==> config.mk <==
export PLATFORM = sky130hd
export DESIGN_NAME = bcd_countdown_2d
export DESIGN_NICKNAME = d
export VERILOG_FILES = /design/src/rtl/bcd_countdown_2d_pkg.sv /design/src/rtl/bcd_countdown_2d_tick_gen.sv /design/src/rtl/bcd_countdown_2d.sv
export SDC_FILE = /design/constraint.sdc
export NUM_CORES = 1
export LEC_CHECK = 0
export ABC_AREA = 0
export ABC_CLOCK_PERIOD_IN_PS = 3200
export BUFFER_PORTS_ARGS = -buffer_cell sky130_fd_sc_hd__buf_2
export CORE_MARGIN = 2
export CORE_UTILIZATION = 35
export CTS_CLUSTER_SIZE = 14
export DETAILED_ROUTE_END_ITERATION = 8
export SYNTH_ARGS = -nofsm -noshare
export SYNTH_HDL_FRONTEND = slang
export SYNTH_SLANG_ARGS = --single-unit
export TNS_END_PERCENT = 20
==> constraint.sdc <==
create_clock -name CLOCK_50 -period 3.2 [get_ports CLOCK_50]
set_clock_uncertainty 0.05 [all_clocks]
set_input_delay 0.32 -clock CLOCK_50 [delete_from_list [all_inputs] [get_ports CLOCK_50]]
set_output_delay 0.32 -clock CLOCK_50 [all_outputs]
set_load 0.02 [all_outputs]
==> src/rtl/bcd_countdown_2d_pkg.sv <==
// bcd_countdown_2d_pkg: shared FSM states, BCD limit and active-low 7-segment patterns
package bcd_countdown_2d_pkg;
  typedef enum logic [1:0] {IDLE, RUN, PAUSE, DONE} state_e;
  localparam logic [3:0] BCD_MAX = 4'd9;
  localparam logic [0:6] SEG_0 = 7'b0000001;
  localparam logic [0:6] SEG_1 = 7'b1001111;
  localparam logic [0:6] SEG_2 = 7'b0010010;
  localparam logic [0:6] SEG_3 = 7'b0000110;
  localparam logic [0:6] SEG_4 = 7'b1001100;
  localparam logic [0:6] SEG_5 = 7'b0100100;
  localparam logic [0:6] SEG_6 = 7'b0100000;
  localparam logic [0:6] SEG_7 = 7'b0001111;
  localparam logic [0:6] SEG_8 = 7'b0000000;
  localparam logic [0:6] SEG_9 = 7'b0000100;
  function automatic logic [0:6] seg7(input logic [3:0] d);
    unique case (d)
      4'd0: return SEG_0;
      4'd1: return SEG_1;
      4'd2: return SEG_2;
      4'd3: return SEG_3;
      4'd4: return SEG_4;
      4'd5: return SEG_5;
      4'd6: return SEG_6;
      4'd7: return SEG_7;
      4'd8: return SEG_8;
      default: return SEG_9;
    endcase
  endfunction
  function automatic logic [3:0] bcd_clamp(input logic [3:0] n);
    return n > BCD_MAX ? BCD_MAX : n;
  endfunction
endpackage

==> src/rtl/bcd_countdown_2d_tick_gen.sv <==
// tick_gen: divides clk down to a one-cycle tick every CLK_HZ/TICK_HZ enabled cycles
module tick_gen #(
  parameter int CLK_HZ  = 50_000_000,
  parameter int TICK_HZ = 1
) (
  input  logic clk,
  input  logic rst_n,
  input  logic en,
  input  logic clr,
  output logic tick
);
  localparam int TC = CLK_HZ / TICK_HZ - 1;
  localparam int W  = TC > 0 ? $clog2(TC + 1) : 1;
  localparam logic [W-1:0] TC_W = W'(TC);
  logic [W-1:0] cnt_q;
  assign tick = en && cnt_q == TC_W;
  always_ff @(posedge clk or negedge rst_n)
    if (!rst_n) cnt_q <= '0;
    else if (clr) cnt_q <= '0;
    else if (en) cnt_q <= tick ? '0 : cnt_q + 1'b1;
endmodule

==> src/rtl/bcd_countdown_2d.sv <==
// bcd_countdown_2d: two-digit BCD countdown timer with load, start/pause and done flag
module bcd_countdown_2d
  import bcd_countdown_2d_pkg::*;
#(
  parameter int CLK_HZ  = 50_000_000,
  parameter int TICK_HZ = 1
) (
  input  logic       CLOCK_50,
  input  logic [2:0] KEY,
  input  logic [7:0] SW,
  output logic [0:6] HEX0,
  output logic [0:6] HEX1,
  output logic [1:0] LEDG
);
  logic rst_n;
  logic [2:0] st_sh_q, ld_sh_q;
  logic start_p_q, load_p_q;
  state_e state_q, state_d;
  logic [3:0] tens_q, tens_d, units_q, units_d;
  logic tick, en, clr, zero;
  assign rst_n = KEY[0];
  // two synchroniser stages plus one history stage; pulse registered on the falling edge
  always_ff @(posedge CLOCK_50 or negedge rst_n)
    if (!rst_n) begin
      st_sh_q   <= '1;
      ld_sh_q   <= '1;
      start_p_q <= 1'b0;
      load_p_q  <= 1'b0;
    end else begin
      st_sh_q   <= {st_sh_q[1:0], KEY[1]};
      ld_sh_q   <= {ld_sh_q[1:0], KEY[2]};
      start_p_q <= st_sh_q[2] & ~st_sh_q[1];
      load_p_q  <= ld_sh_q[2] & ~ld_sh_q[1];
    end
  assign zero = tens_q == 4'd0 && units_q == 4'd0;
  // a pause request freezes the divider in the same cycle, so no tick slips through
  assign en = state_q == RUN && !start_p_q;
  tick_gen #(.CLK_HZ(CLK_HZ), .TICK_HZ(TICK_HZ)) u_tick (
    .clk(CLOCK_50), .rst_n(rst_n), .en(en), .clr(clr), .tick(tick)
  );
  always_comb begin
    state_d = state_q;
    tens_d  = tens_q;
    units_d = units_q;
    clr     = 1'b0;
    if (load_p_q && state_q != RUN) begin
      tens_d  = bcd_clamp(SW[7:4]);
      units_d = bcd_clamp(SW[3:0]);
      state_d = IDLE;
    end else if (start_p_q) begin
      unique case (state_q)
        IDLE: begin
          clr     = 1'b1;
          state_d = zero ? DONE : RUN;
        end
        RUN: state_d = PAUSE;
        PAUSE: begin
          clr     = 1'b1;
          state_d = RUN;
        end
        default: state_d = state_q;
      endcase
    end else if (tick && !zero) begin
      units_d = units_q != 4'd0 ? units_q - 4'd1 : BCD_MAX;
      tens_d  = units_q != 4'd0 ? tens_q : tens_q - 4'd1;
      state_d = tens_q == 4'd0 && units_q == 4'd1 ? DONE : RUN;
    end
  end
  always_ff @(posedge CLOCK_50 or negedge rst_n)
    if (!rst_n) begin
      state_q <= IDLE;
      tens_q  <= 4'd0;
      units_q <= 4'd0;
    end else begin
      state_q <= state_d;
      tens_q  <= tens_d;
      units_q <= units_d;
    end
  assign HEX0 = seg7(units_q);
  assign HEX1 = seg7(tens_q);
  assign LEDG = {state_q == RUN, state_q == DONE};
endmodule
# Word-level counts from Yosys, hierarchy flattened
# Memories as Yosys holds them, arrays and structs flattened.
# Cells that the tools add are included.
dict set report totals {
  reg_bits 44
  latch_bits 0
  ram_bits 0
  rom_bits 224
  in_bits 12
  out_inout_bits 16
  wordCells 69
  n_memories 2
}
dict set report op_classes {
  add_sub_neg 3
  multipliers 0
  n_div 0
  order_cmp 2
  n_eq_ne 9
  n_shift 0
  muxes 22
  bitwise_logic 4
  n_reduce_logical 19
}
# name depth word_bits rd rd_clocked_by_memory_dff write_ports line
set mem_list {}
lappend mem_list {{(name not given)} 16 7 1 0 0 bcd_countdown_2d_pkg.sv:16} ;# unique case (d)
lappend mem_list {{(name not given)} 16 7 1 0 0 bcd_countdown_2d_pkg.sv:16}
# operator n
set op_table {}
lappend op_table {{26-bit two-way mux} 3}
lappend op_table {{4-bit two-way mux} 10}
lappend op_table {{26-bit by 1-bit adder with 26-bit output (second input constant)} 1}
lappend op_table {{26-bit == test (second input constant)} 1}
lappend op_table {{2-bit two-way mux} 5}
lappend op_table {{4-bit > comparator (second input constant)} 2}
lappend op_table {{4-bit logical NOT} 2}
lappend op_table {{4-bit by 1-bit subtractor with 4-bit output (second input constant)} 2}
lappend op_table {{1-bit logical AND} 6}
lappend op_table {{2-bit one-hot mux with 3 select lines} 1}
lappend op_table {{5-bit by 2-bit inequality test with 1-bit output (second input constant)} 1}
lappend op_table {{2-bit == test (second input constant)} 2}
lappend op_table {{4-bit by 1-bit == test with 1-bit output (second input constant)} 1}
lappend op_table {{2-bit by 1-bit inequality test with 1-bit output (second input constant)} 2}
lappend op_table {{2-bit AND reduction} 2}
lappend op_table {{2-bit nonzero test} 2}
lappend op_table {{4-bit nonzero test} 1}
lappend op_table {{1-bit two-way mux} 3}
lappend op_table {{3-bit AND reduction} 1}
lappend op_table {{3-bit nonzero test} 1}
lappend op_table {{1-bit AND} 2}
lappend op_table {{2-bit by 1-bit == test with 1-bit output (second input constant)} 1}
lappend op_table {{1-bit logical NOT} 2}
lappend op_table {{2-bit logical NOT} 1}
lappend op_table {{3 further kinds} 4}

# Depth between registers and ports, before layout
# Gate-level depths: netlist (run 1).
dict set report depth {
  word_depth 7
  depth_mapped 9
  depth_no_buf 7
}

# Modules after synthesis
# From an unflattened synthesis (run 1), not the netlist that was laid out.
dict set report unflattened {
  hier_cells 301
  hier_area_um2 2778.9
}
# mod instances cells_per_inst area_per_inst_um2 seq_area_each_um2
set by_module_without_submodules {}
lappend by_module_without_submodules {tick_gen 1 157 1492.7 650.6}
lappend by_module_without_submodules {bcd_countdown_2d 1 144 1286.2 457.9}

# Worst setup path after synthesis (run 1)
# No wires, ideal clock.
dict set report synth_path {
  kind {reg-to-reg}
  startpoint {reg state_q[1]}
  endpoint {reg units_q[2]}
  setup_time_ns 0.082
  arrival_ns 2.256
  slack_ns 0.812
  path_stages_with_launch 9
  synth_period_minus_slack_ns 2.388
  cell_sequence {dfrtp_1 -> inv_1 -> ha_1 -> buf_2 -> nor2b_1 -> nand4_1 -> or2_4 -> or4_1 -> a31oi_1}
}
dict set report synth_via {
  elab_chain_cells 6
  elab_cells_between_ends 10
  classes_between {eq/ne (3); mux (1); reduce/logical (6)}
}
# item line
set synth_lines {}
lappend synth_lines {{start, declared} bcd_countdown_2d.sv:18} ;# state_e state_q, state_d;
lappend synth_lines {{start signal, assigned} bcd_countdown_2d.sv:75} ;# state_q <= state_d;
lappend synth_lines {{2-bit by 1-bit == test with 1-bit output} --}
lappend synth_lines {{named net LEDG[1]} bcd_countdown_2d.sv:13} ;# output logic [1:0] LEDG
lappend synth_lines {{1-bit logical AND} bcd_countdown_2d.sv:37} ;# assign en = state_q == RUN && !start_p_q;
lappend synth_lines {{1-bit logical AND} bcd_countdown_2d_tick_gen.sv:16} ;# assign tick = en && cnt_q == TC_W;
lappend synth_lines {{1-bit logical AND} bcd_countdown_2d.sv:63} ;# end else if (tick && !zero) begin
lappend synth_lines {{2-bit nonzero test (no source line)} --}
lappend synth_lines {{2-bit AND reduction (no source line)} --}
lappend synth_lines {{end signal, assigned} bcd_countdown_2d.sv:77} ;# units_q <= units_d;
lappend synth_lines {{end, declared} bcd_countdown_2d.sv:19} ;# logic [3:0] tens_q, tens_d, units_q, units_d;
# The timed path passes the listed nets, and every way through them passes these cells.
# A chain may end at the register's enable or synchronous reset.

# Worst setup path after layout (run 1)
dict set report layout_path {
  startpoint {reg state_q[1]}
  endpoint {reg tens_q[3]}
}
dict set report layout_via {
  elab_chain_cells 6
  elab_cells_between_ends 11
  classes_between {eq/ne (4); mux (1); reduce/logical (6)}
}
# item line
set layout_lines {}
lappend layout_lines {{2-bit by 1-bit == test with 1-bit output} bcd_countdown_2d.sv:37}
lappend layout_lines {{1-bit logical AND} bcd_countdown_2d.sv:37}
lappend layout_lines {{1-bit logical AND} bcd_countdown_2d_tick_gen.sv:16}
lappend layout_lines {{1-bit logical AND} bcd_countdown_2d.sv:63}
lappend layout_lines {{2-bit nonzero test (no source line)} --}
lappend layout_lines {{3-bit AND reduction (no source line)} --}
lappend layout_lines {{end signal, assigned} bcd_countdown_2d.sv:76} ;# tens_q <= tens_d;
lappend layout_lines {{end, declared} bcd_countdown_2d.sv:19}
# Parallel ways exist; a longest one is shown, timed or not.

==> results.cfg, run 1 <==
[status]
run_status = complete, no violations

[logic_synthesis]
postSynthCellCount = 289
post_synth_xor_area_fraction_pct = 5.672
area_fraction_in_compound_gates_after_synthesis_pct = 16.87
yosys.area.top_type_share_pct = 36.22
post_synth_fa_ha_maj_area_fraction_pct = 7.150
async_flop_share_pct = 100.0
combinational_family_with_the_most_area_after_synthesis = simple AND/OR/NAND/NOR gates
synth_area_per_cell_um2 = 9.083
synth_sequential_area_ratio_pct = 42.23
syn-num-nets = 316
synth-seq-cells = 44
synth.cell_area_um2 = 2625
yosysWarningCount = 0
post-synth-top-area-cell = sky130_fd_sc_hd__dfrtp_1
synth_edf_count = 0
yosys_most_used_dff = sky130_fd_sc_hd__dfrtp_1
synth_mux_area_share_pct = 0.3813
synthTopCellsByArea = sky130_fd_sc_hd__dfrtp_1, sky130_fd_sc_hd__ha_1, sky130_fd_sc_hd__dfstp_2
synth_cell_type_count = 47
post_synth_and_or_nand_nor_area_fraction_pct = 23.26

[critical_path]
worstPathRequired_ns = 3.37
crit_path_cell_trace = inv_1, ha_1, nor2b_1, nand4_1, or2_4, or4_1, a31oi_1
worst-path-buf-inv = 1
cp-startpoint = state_q[1]
critical-path-top-delay-family = simple AND/OR/NAND/NOR gates
crit_path_max_incr_delay_ns = 0.47
timing.setup.critical_path_class = reg -> reg
timing.rr.start = state_q[1]
cell_with_the_largest_stage_delay_on_the_worst_path = sky130_fd_sc_hd__or4_1
timing.critical_path.to_type = register
data_arrival_critical_path_ns = 2.64
critPathMaxFanout = 11
worstSetupStartpointType = register

[clocking]
clock_tree.htree_level_count = 2
cts_inserted_buffers = 5
clock_latency_of_the_later_clocked_register_in_the_worst_skew_pair_ns = 0.31
tritoncts = built
cts_hold_repair.buffers = 0
post_cts_resize_count = 0
cts_buffer_depth = 2
number_of_buffers_inserted_by_post_cts_setup_repair = 0
clock_slew_seen_by_the_registers_of_the_worst_setup_and_hold_paths_ns = 0.10
cts_sinks = 44
clockRootBuffer = sky130_fd_sc_hd__clkbuf_8

[placement]
gp_congestion = 0.8691
detailed_place_hpwl_um = 4244
placement.io_buffers = 27
dpl-instance-area_um2 = 2846

[drt]
route.detailed.drc = 0
initialDrtViolationCount = 109
dr.pass1.iters = 4
routed_wl_um = 5870
vias_per_cell = 5.313
routed-via-count = 2189
drt-wirelength-per-cell_um = 14.25
postRouteAntennaNets = 0

[power]
powerDensity_nw_per_um2 = 638.4
static-leakage-power_nw = 1.275
ir_drop_uv = 195.5

[cells_and_area]
layout.nets = 339
post-route-util_pct = 40.59
fin_area_um2 = 2944
post_route_cells_drive_above_1_share_pct = 15.02
final_common_cell = sky130_fd_sc_hd__dfrtp_1
flow.area_growth_from_synthesis_pct = 12.15
layout.cells.most_common_list = sky130_fd_sc_hd__dfrtp_1, sky130_fd_sc_hd__buf_2, sky130_fd_sc_hd__nor2_1
num_antenna_cells = 0

[sta]
fmax_mhz = 404.3
setup_viol_count_final = 0
finalSetupTns_ns = 0
fin_worst_hold_slack_ns = 0.05727
finalHoldViolations = 0
worst_pin_slew_ns = 0.9972
slew_violations = 0
finalWorstPathRequiredPeriod_ns = 2.473
unrepaired_setup_endpoints_after_global_routing = false
maxSlewHeadroom_pct = 33.52
final.period_utilization_pct = 77.30

[floorplan]
die_height_um = 90.60
initial_utilization_pct = 36.19
die_area_um2 = 8208
rows = 31
width_of_the_die_um = 90.60
ioPinCount = 28
placeableCoreArea_um2 = 7253

[grt]
overflow = 0
antenna_violations_before_repair = 0
grt_pass1_wl_um = 10250
number_of_global_route_vias_before_repair = 2130
grt_start_max_net_pins = 45
grt_util_all_layers_pct = 14.99

[min_path]
hold_crit_start = KEY[2]
hp-class = in -> reg

[job]
drv.max_cap_violation_count = 0
worst paths after layout:
kind | cells after the start | slack [ns] | endpoint
worst max-delay path | 7 | 0.73 | tens_q[3]
worst max register to register | 7 | 0.73 | tens_q[3]
worst min register to register | 0 | 0.30 | st_sh_q[1]
worst min-delay path | 1 | 0.06 | ld_sh_q[0]
max in group asynchronous | 1 | 2.35 | u_tick.cnt_q[24]
min in group asynchronous | 1 | 0.13 | units_q[2]
final cells by class:
| type | count | area (um^2) |
|---|---|---|
| Fill cell | 762 | 4309 |
| Multi-Input combinational cell | 215 | 1400 |
| Sequential cell | 44 | 1109 |
| Timing Repair Buffer | 29 | 150.1 |
| Tap cell | 99 | 123.9 |
| Clock buffer | 6 | 82.58 |
| Inverter | 17 | 63.81 |
| Clock inverter | 2 | 15.01 |
cells by family after synthesis:
kind of cell	count (synthesis)
AO/OA/AOI/OAI	69
XOR/XNOR	17
adder cells (fa/ha/maj)	15
buffers and inverters	30
flip-flops	44
multiplexers	1
AND/OR/NAND/NOR	113
through the flow:
step	total power [W]	std cells	worst slack, ns
finish	0.001880	412	0.7265
global route	0.002022	412	0.4028
CTS	0.001900	412	0.7201
detailed placement	0.001515	404	0.7660
global placement	0.001505	404	0.8428
floorplan	0.001303	289	0.8116
flip-flops by register name, indices dropped and copies added, names as in the netlist:
name / cells
st_sh_q: 3
state_q: 2
ld_sh_q: 3
units_q: 4
tens_q: 4
start_p_q: 1
load_p_q: 1
u_tick.cnt_q: 26
cell usage after synthesis, drive strengths merged, types with 4 or more instances:
cell,number
dfrtp,38
nor2,25
a21oi,18
inv,17
nand2,16
ha,15
o21ai,15
nand3,14
nand4,12
clkbuf,11
xnor2,11
nor3,9
a31oi,8
nor4,7
dfstp,6
xor2,6
nor2b,5
nor3b,5
a21o,4
and3,4
o211ai,4
power breakdown:
part           internal, W  total, W  leakage, nW  switching [W]
registers         0.000632  0.000749        0.567       0.000117
logic             0.000277  0.000754        0.664       0.000477
clock network     0.000175  0.000376       0.0434       0.000201
total              0.00108   0.00188         1.27       0.000795
metal layers:
metal / vias to the layer above / GRT usage [%] / routed length [um]
li1: 1088 / - / -
met1: 1045 / 20.21 / 2874
met2: 48 / 24.56 / 2723
met3: 8 / 2.421 / 211
met4: 0 / 5.000 / 60
met5: - / 0 / 0
(Power assumes the default switching activity.)
==> run 2, diff against run 1 <==
Settings changed: ABC_CLOCK_PERIOD_IN_PS 3200 to 2200.
Clock period 3.2 ns to 2.2 ns, I/O delays scaled along.
==> run 2 against run 1 <==
Fmax is 14% higher. Utilization is 4.5 points higher. Routed wire length rose by 9.7%. Non-clock buffer count increased by 33. Via count is 7.1% higher. Die area unchanged. Setup slack lost 0.69 ns. First-iteration DRC count shrank 15%. Combinational power up 75%. Final area grew 11%. Global-route usage is 1.3 points higher.
==> results.cfg, run 2 (synthesis results as in run 1) <==
[status]
run_status = complete, no violations

[floorplan]
die_area_um2 = 8208
width_of_the_die_um = 90.60
rows = 31
placeableCoreArea_um2 = 7253
die_height_um = 90.60
initial_utilization_pct = 36.19
ioPinCount = 28

[power]
static-leakage-power_nw = 1.458
flop_pwr_share_pct = 35.0
switching_share_pct = 40.06
combinational_power_share_pct = 42.9
total_switching_power_w = 0.001228
ir_drop_uv = 285.2
powerDensity_nw_per_um2 = 937.5
p_int_w = 0.001837
share_clk_of_total_power_pct = 22.0

[drt]
vias_per_cell = 5.270
postRouteAntennaNets = 0
dr.pass1.iters = 4
route.detailed.drc = 0
initialDrtViolationCount = 93
routed_wl_um = 6438
routed-via-count = 2345
drt-wirelength-per-cell_um = 14.47

[critical_path]
timing.critical_path.to_type = register
critPathMaxFanout = 5
worst-path-buf-inv = 0
worstSetupStartpointType = register
timing.setup.critical_path_class = reg -> reg
reg2regPathDepth = 6
timing.rr.start = u_tick.cnt_q[1]
setup.reg_to_reg.worst_slack_ns = 0.03
cell_with_the_largest_stage_delay_on_the_worst_path = sky130_fd_sc_hd__or4_4
worstPathRequired_ns = 2.39
crit_path_cell_trace = ha_2, nand3_2, or4_4, or2_4, or4_1, a31oi_1
crit_path_max_incr_delay_ns = 0.55
critical-path-top-delay-family = simple AND/OR/NAND/NOR gates
data_arrival_critical_path_ns = 2.35
regToRegEndpoint = tens_q[3]

[clocking]
clock_tree.htree_level_count = 2
clockRootBuffer = sky130_fd_sc_hd__clkbuf_8
tritoncts = built
clock_latency_of_the_later_clocked_register_in_the_worst_skew_pair_ns = 0.31
cts_sinks = 44
clock_slew_seen_by_the_registers_of_the_worst_setup_and_hold_paths_ns = 0.09
cts_buffer_depth = 2
cts_inserted_buffers = 5

[placement]
detailed_place_hpwl_um = 4468
gp_congestion = 0.8352
dpl-instance-area_um2 = 3079
place_worst_setup_slack_ns = 0.02008
placement.io_buffers = 27

[cells_and_area]
post_route_cells_drive_above_1_share_pct = 24.86
area.sequential_um2 = 1110
num_antenna_cells = 0
flow.area_growth_from_synthesis_pct = 24.55
multiInputGateArea_um2 = 1445
final_common_cell = sky130_fd_sc_hd__dfrtp_1
layout.cells.most_common_list = sky130_fd_sc_hd__dfrtp_1, sky130_fd_sc_hd__buf_4, sky130_fd_sc_hd__buf_2
flip_flop_count_of_the_largest_register_after_layout = 26
fin_area_um2 = 3269
max_flop_register = u_tick.cnt_q
reg_top3 = u_tick.cnt_q x26, tens_q x4, units_q x4
layout.nets = 372
fill_cells = 716
post-route-util_pct = 45.07

[sta]
slew_violations = 0
fmax_mhz = 461.7
unrepaired_setup_endpoints_after_global_routing = true
final.period_utilization_pct = 98.46
finalSetupTns_ns = 0
setup_ws_ns = 0.03398
worst_pin_slew_ns = 0.8497
setup_viol_count_final = 0
finalHoldViolations = 0
maxSlewHeadroom_pct = 42.76
finalWorstPathRequiredPeriod_ns = 2.166

[grt]
grt_pass1_wl_um = 11050
grt_util_all_layers_pct = 16.33
antenna_violations_before_repair = 0
number_of_global_route_vias_before_repair = 2387
overflow = 0
grt_start_max_net_pins = 45

[min_path]
timing.hold.worst_path_depth = 3
hp-class = in -> reg
hold_crit_start = SW[6]
min_delay_worst_endpoint = tens_q[2]

[job]
drv.max_cap_violation_count = 0
[run 2: timing repair]
item	in CTS	in global routing
hold endpoints to repair	40	0
resized for setup	2	6
endpoints found under the setup margin	2	20
setup buffers	0	1
pin swaps	1	5
hold buffers	3	0
[run 2: metrics by stage]
step | total power (W) | hold slack, ns | instances
6_report | 0.003065 | 0.1116 | 445
4_1_cts | 0.003057 | 0.1118 | 444
3_5_place_dp | 0.002366 | 0.2761 | 433
5_1_grt | 0.003278 | 0.1576 | 445
3_3_place_gp | 0.002349 | 0.2748 | 433
2_1_floorplan | 0.001914 | -0.1256 | 289
[run 2: worst min-delay path: stages]
cell	delay [ns]
sky130_fd_sc_hd__buf_2	0.08
sky130_fd_sc_hd__nand3_1	0.06
sky130_fd_sc_hd__o21ai_0	0.07
[run 2: layer usage]
layer,global-route usage [%],vias up,wire [um]
met5,0,-,0
met4,6.282,0,136
met3,2.838,10,229
met2,27.74,53,3195
met1,20.69,1124,2877
li1,-,1158,-
[run 2: worst max path at each step]
stage	startpoint	endpoint	slack [ns]	depth (start not counted)
CTS	u_tick.cnt_q[0]	units_q[2]	0.002	6
detailed placement	u_tick.cnt_q[0]	tens_q[3]	0.02	6
global placement	u_tick.cnt_q[0]	units_q[2]	0.05	6
global route	u_tick.cnt_q[1]	tens_q[3]	-0.05	6
finish	u_tick.cnt_q[1]	tens_q[3]	0.03	6
floorplan	u_tick.cnt_q[0]	units_q[2]	-0.05	7
[run 2: cell type report]
class	instances	area share [%]
inverters	17	1.952
repair buffers	62	12.40
clock buffers	6	2.526
well taps	99	3.789
flip-flops and latches	44	33.95
clock inverters	2	1.186
multi-input cells	215	44.20
[run 2: power by group through the flow]
stage,Combinational [W],Sequential (W),Clock (W)
finish,0.00132,0.00107,0.000676
global route,0.00146,0.00110,0.000720
CTS,0.00130,0.00107,0.000692
detailed placement,0.00129,0.00108,0
global placement,0.00127,0.00108,0
floorplan,0.000898,0.00102,0
==> run 3, diff against run 2 <==
Settings changed: CORE_UTILIZATION 35 to 53, PLACE_DENSITY from default to 0.76.
==> run 3 against run 2 <==
Worst hold slack worse by 0.010 ns. Utilization is 23 points higher. Critical path type unchanged. Sequential power hardly changed. Largest cell class unchanged. Highest routed layer unchanged. Die area is 33% lower. Combinational power hardly changed. Critical endpoint is now tens_q[1].
==> results.cfg, run 3 (synthesis results as in run 1) <==
[status]
run_status = complete, no violations

[critical_path]
cell_with_the_largest_stage_delay_on_the_worst_path = sky130_fd_sc_hd__or3b_2
worst-path-buf-inv = 2
timing.critical_path.to_type = register
reg2regPathDepth = 8
critPathMaxFanout = 5
critPathMostFrequentCell = sky130_fd_sc_hd__nor3_1
worstPathRequired_ns = 2.35
worstSetupStartpointType = register
crit_path_cell_trace = inv_1, ha_1, or3b_2, a21o_1, nor3_1, buf_4, nor3_1, a211oi_1
timing.rr.start = units_q[1]
crit_path_max_incr_delay_ns = 0.50
setup.reg_to_reg.worst_slack_ns = 0.02
data_arrival_critical_path_ns = 2.33
critical-path-top-delay-family = simple AND/OR/NAND/NOR gates
timing.setup.critical_path_class = reg -> reg
regToRegEndpoint = tens_q[1]

[power]
flop_pwr_share_pct = 37.5
powerDensity_nw_per_um2 = 889.4
total_switching_power_w = 0.001215
p_int_w = 0.001670
combinational_power_share_pct = 44.6
static-leakage-power_nw = 1.468
ir_drop_uv = 614.6
share_clk_of_total_power_pct = 18.0
switching_share_pct = 42.11

[sta]
finalWorstPathRequiredPeriod_ns = 2.180
slew_violations = 0
setup_ws_ns = 0.02049
setup_viol_count_final = 0
worst_pin_slew_ns = 0.7193
finalSetupTns_ns = 0
fin_worst_hold_slack_ns = 0.1014
maxSlewHeadroom_pct = 51.54
fmax_mhz = 458.8
finalHoldViolations = 0
final.period_utilization_pct = 99.07
unrepaired_setup_endpoints_after_global_routing = true

[floorplan]
ioPinCount = 28
die_height_um = 74.38
width_of_the_die_um = 74.38
placeableCoreArea_um2 = 4755
rows = 25
initial_utilization_pct = 55.21
die_area_um2 = 5532

[placement]
placed_instance_count = 402
gp_congestion = 0.8238
detailed_place_hpwl_um = 4324
place_worst_setup_slack_ns = -0.1277
dpl-instance-area_um2 = 3047
placement.io_buffers = 27

[drt]
route.detailed.drc = 0
vias_per_cell = 5.745
initialDrtViolationCount = 166
routed-via-count = 2407
drt-wirelength-per-cell_um = 14.71
dr.pass1.iters = 4
routed_wl_um = 6165
postRouteAntennaNets = 0

[cells_and_area]
num_antenna_cells = 0
max_flop_register = u_tick.cnt_q
final_common_cell = sky130_fd_sc_hd__buf_4
layout.nets = 378
post_route_cells_drive_above_1_share_pct = 25.57
fill_cells = 397
flow.area_growth_from_synthesis_pct = 23.55
reg_top3 = u_tick.cnt_q x26, tens_q x4, units_q x4
fin_area_um2 = 3243
flip_flop_count_of_the_largest_register_after_layout = 26
filler_free_cell_count_of_the_finished_design = 419
layout.cells.most_common_list = sky130_fd_sc_hd__buf_4, sky130_fd_sc_hd__dfrtp_1, sky130_fd_sc_hd__buf_2

[clocking]
cts_buffer_depth = 2
tritoncts = built
clock_tree.htree_level_count = 2
cts_sinks = 44
cts_inserted_buffers = 5
clock_latency_of_the_later_clocked_register_in_the_worst_skew_pair_ns = 0.30
clock_slew_seen_by_the_registers_of_the_worst_setup_and_hold_paths_ns = 0.08
clockRootBuffer = sky130_fd_sc_hd__clkbuf_8

[job]
drv.max_cap_violation_count = 0

[grt]
grt_util_all_layers_pct = 23.82
number_of_global_route_vias_before_repair = 2232
overflow = 0
grt_start_max_net_pins = 45
grt_pass1_wl_um = 10120
antenna_violations_before_repair = 0

[min_path]
hp-class = in -> reg
timing.hold.worst_path_depth = 3
min_delay_worst_endpoint = tens_q[2]
hold_crit_start = SW[6]
## run 3: timing repair
action | in CTS | in global routing
gates resized for setup | 2 | 6
setup endpoints to repair | 6 | 26
hold endpoints to repair | 40 | 0
buffers inserted | 1 | 5
hold buffers | 3 | 0
pin swaps | 3 | 3
## run 3: tightest hold or removal path: cells and delay by family
kind | cells | cell delay [ns]
buffers and inverters | 1 | 0.09
AOI/OAI and AO/OA | 1 | 0.06
and+or+nand+nor | 1 | 0.05
## run 3: power by group through the flow
stage | combinational [W] | sequential, W | clock [W]
final | 0.00129 | 0.00108 | 0.000518
after global routing | 0.00142 | 0.00110 | 0.000566
after CTS | 0.00126 | 0.00107 | 0.000528
after detailed placement | 0.00124 | 0.00109 | 0
after global placement | 0.00123 | 0.00109 | 0
after floorplan | 0.000898 | 0.00102 | 0
## run 3: worst max-delay path by stage
stage	startpoint	to	cells past startpoint
2_1_floorplan	u_tick.cnt_q[0]	units_q[2]	7
3_3_place_gp	u_tick.cnt_q[0]	units_q[3]	7
3_5_place_dp	u_tick.cnt_q[0]	units_q[3]	7
4_1_cts	state_q[0]	u_tick.cnt_q[16]	7
5_1_grt	units_q[1]	tens_q[1]	8
6_report	units_q[1]	tens_q[1]	8
## run 3: cell type report
type	count	area, um^2	share of cell area, %
clock inverter	2	16.27	0.5015
timing repair buffer	68	450.4	13.89
multi-input combinational	215	1446	44.60
clock buffer	6	72.57	2.238
tap	67	83.83	2.585
sequential	44	1110	34.22
inverter	17	63.81	1.968
## run 3: per-stage QoR
step           power (W)  utilization (%)
6_report        0.002885            68.21
5_1_grt         0.003089            68.21
4_1_cts         0.002861            66.95
3_5_place_dp    0.002331            64.08
3_3_place_gp    0.002312            64.08
2_1_floorplan   0.001914                -
## run 3: per-layer routing
layer  share of wire [%]  GRT usage, %  wire (um)
met1                  47         33.59       2923
met2                  47         37.86       2897
met3                 4.4         4.607        274
met4                 1.1         6.349         70
met5                   0             0          0
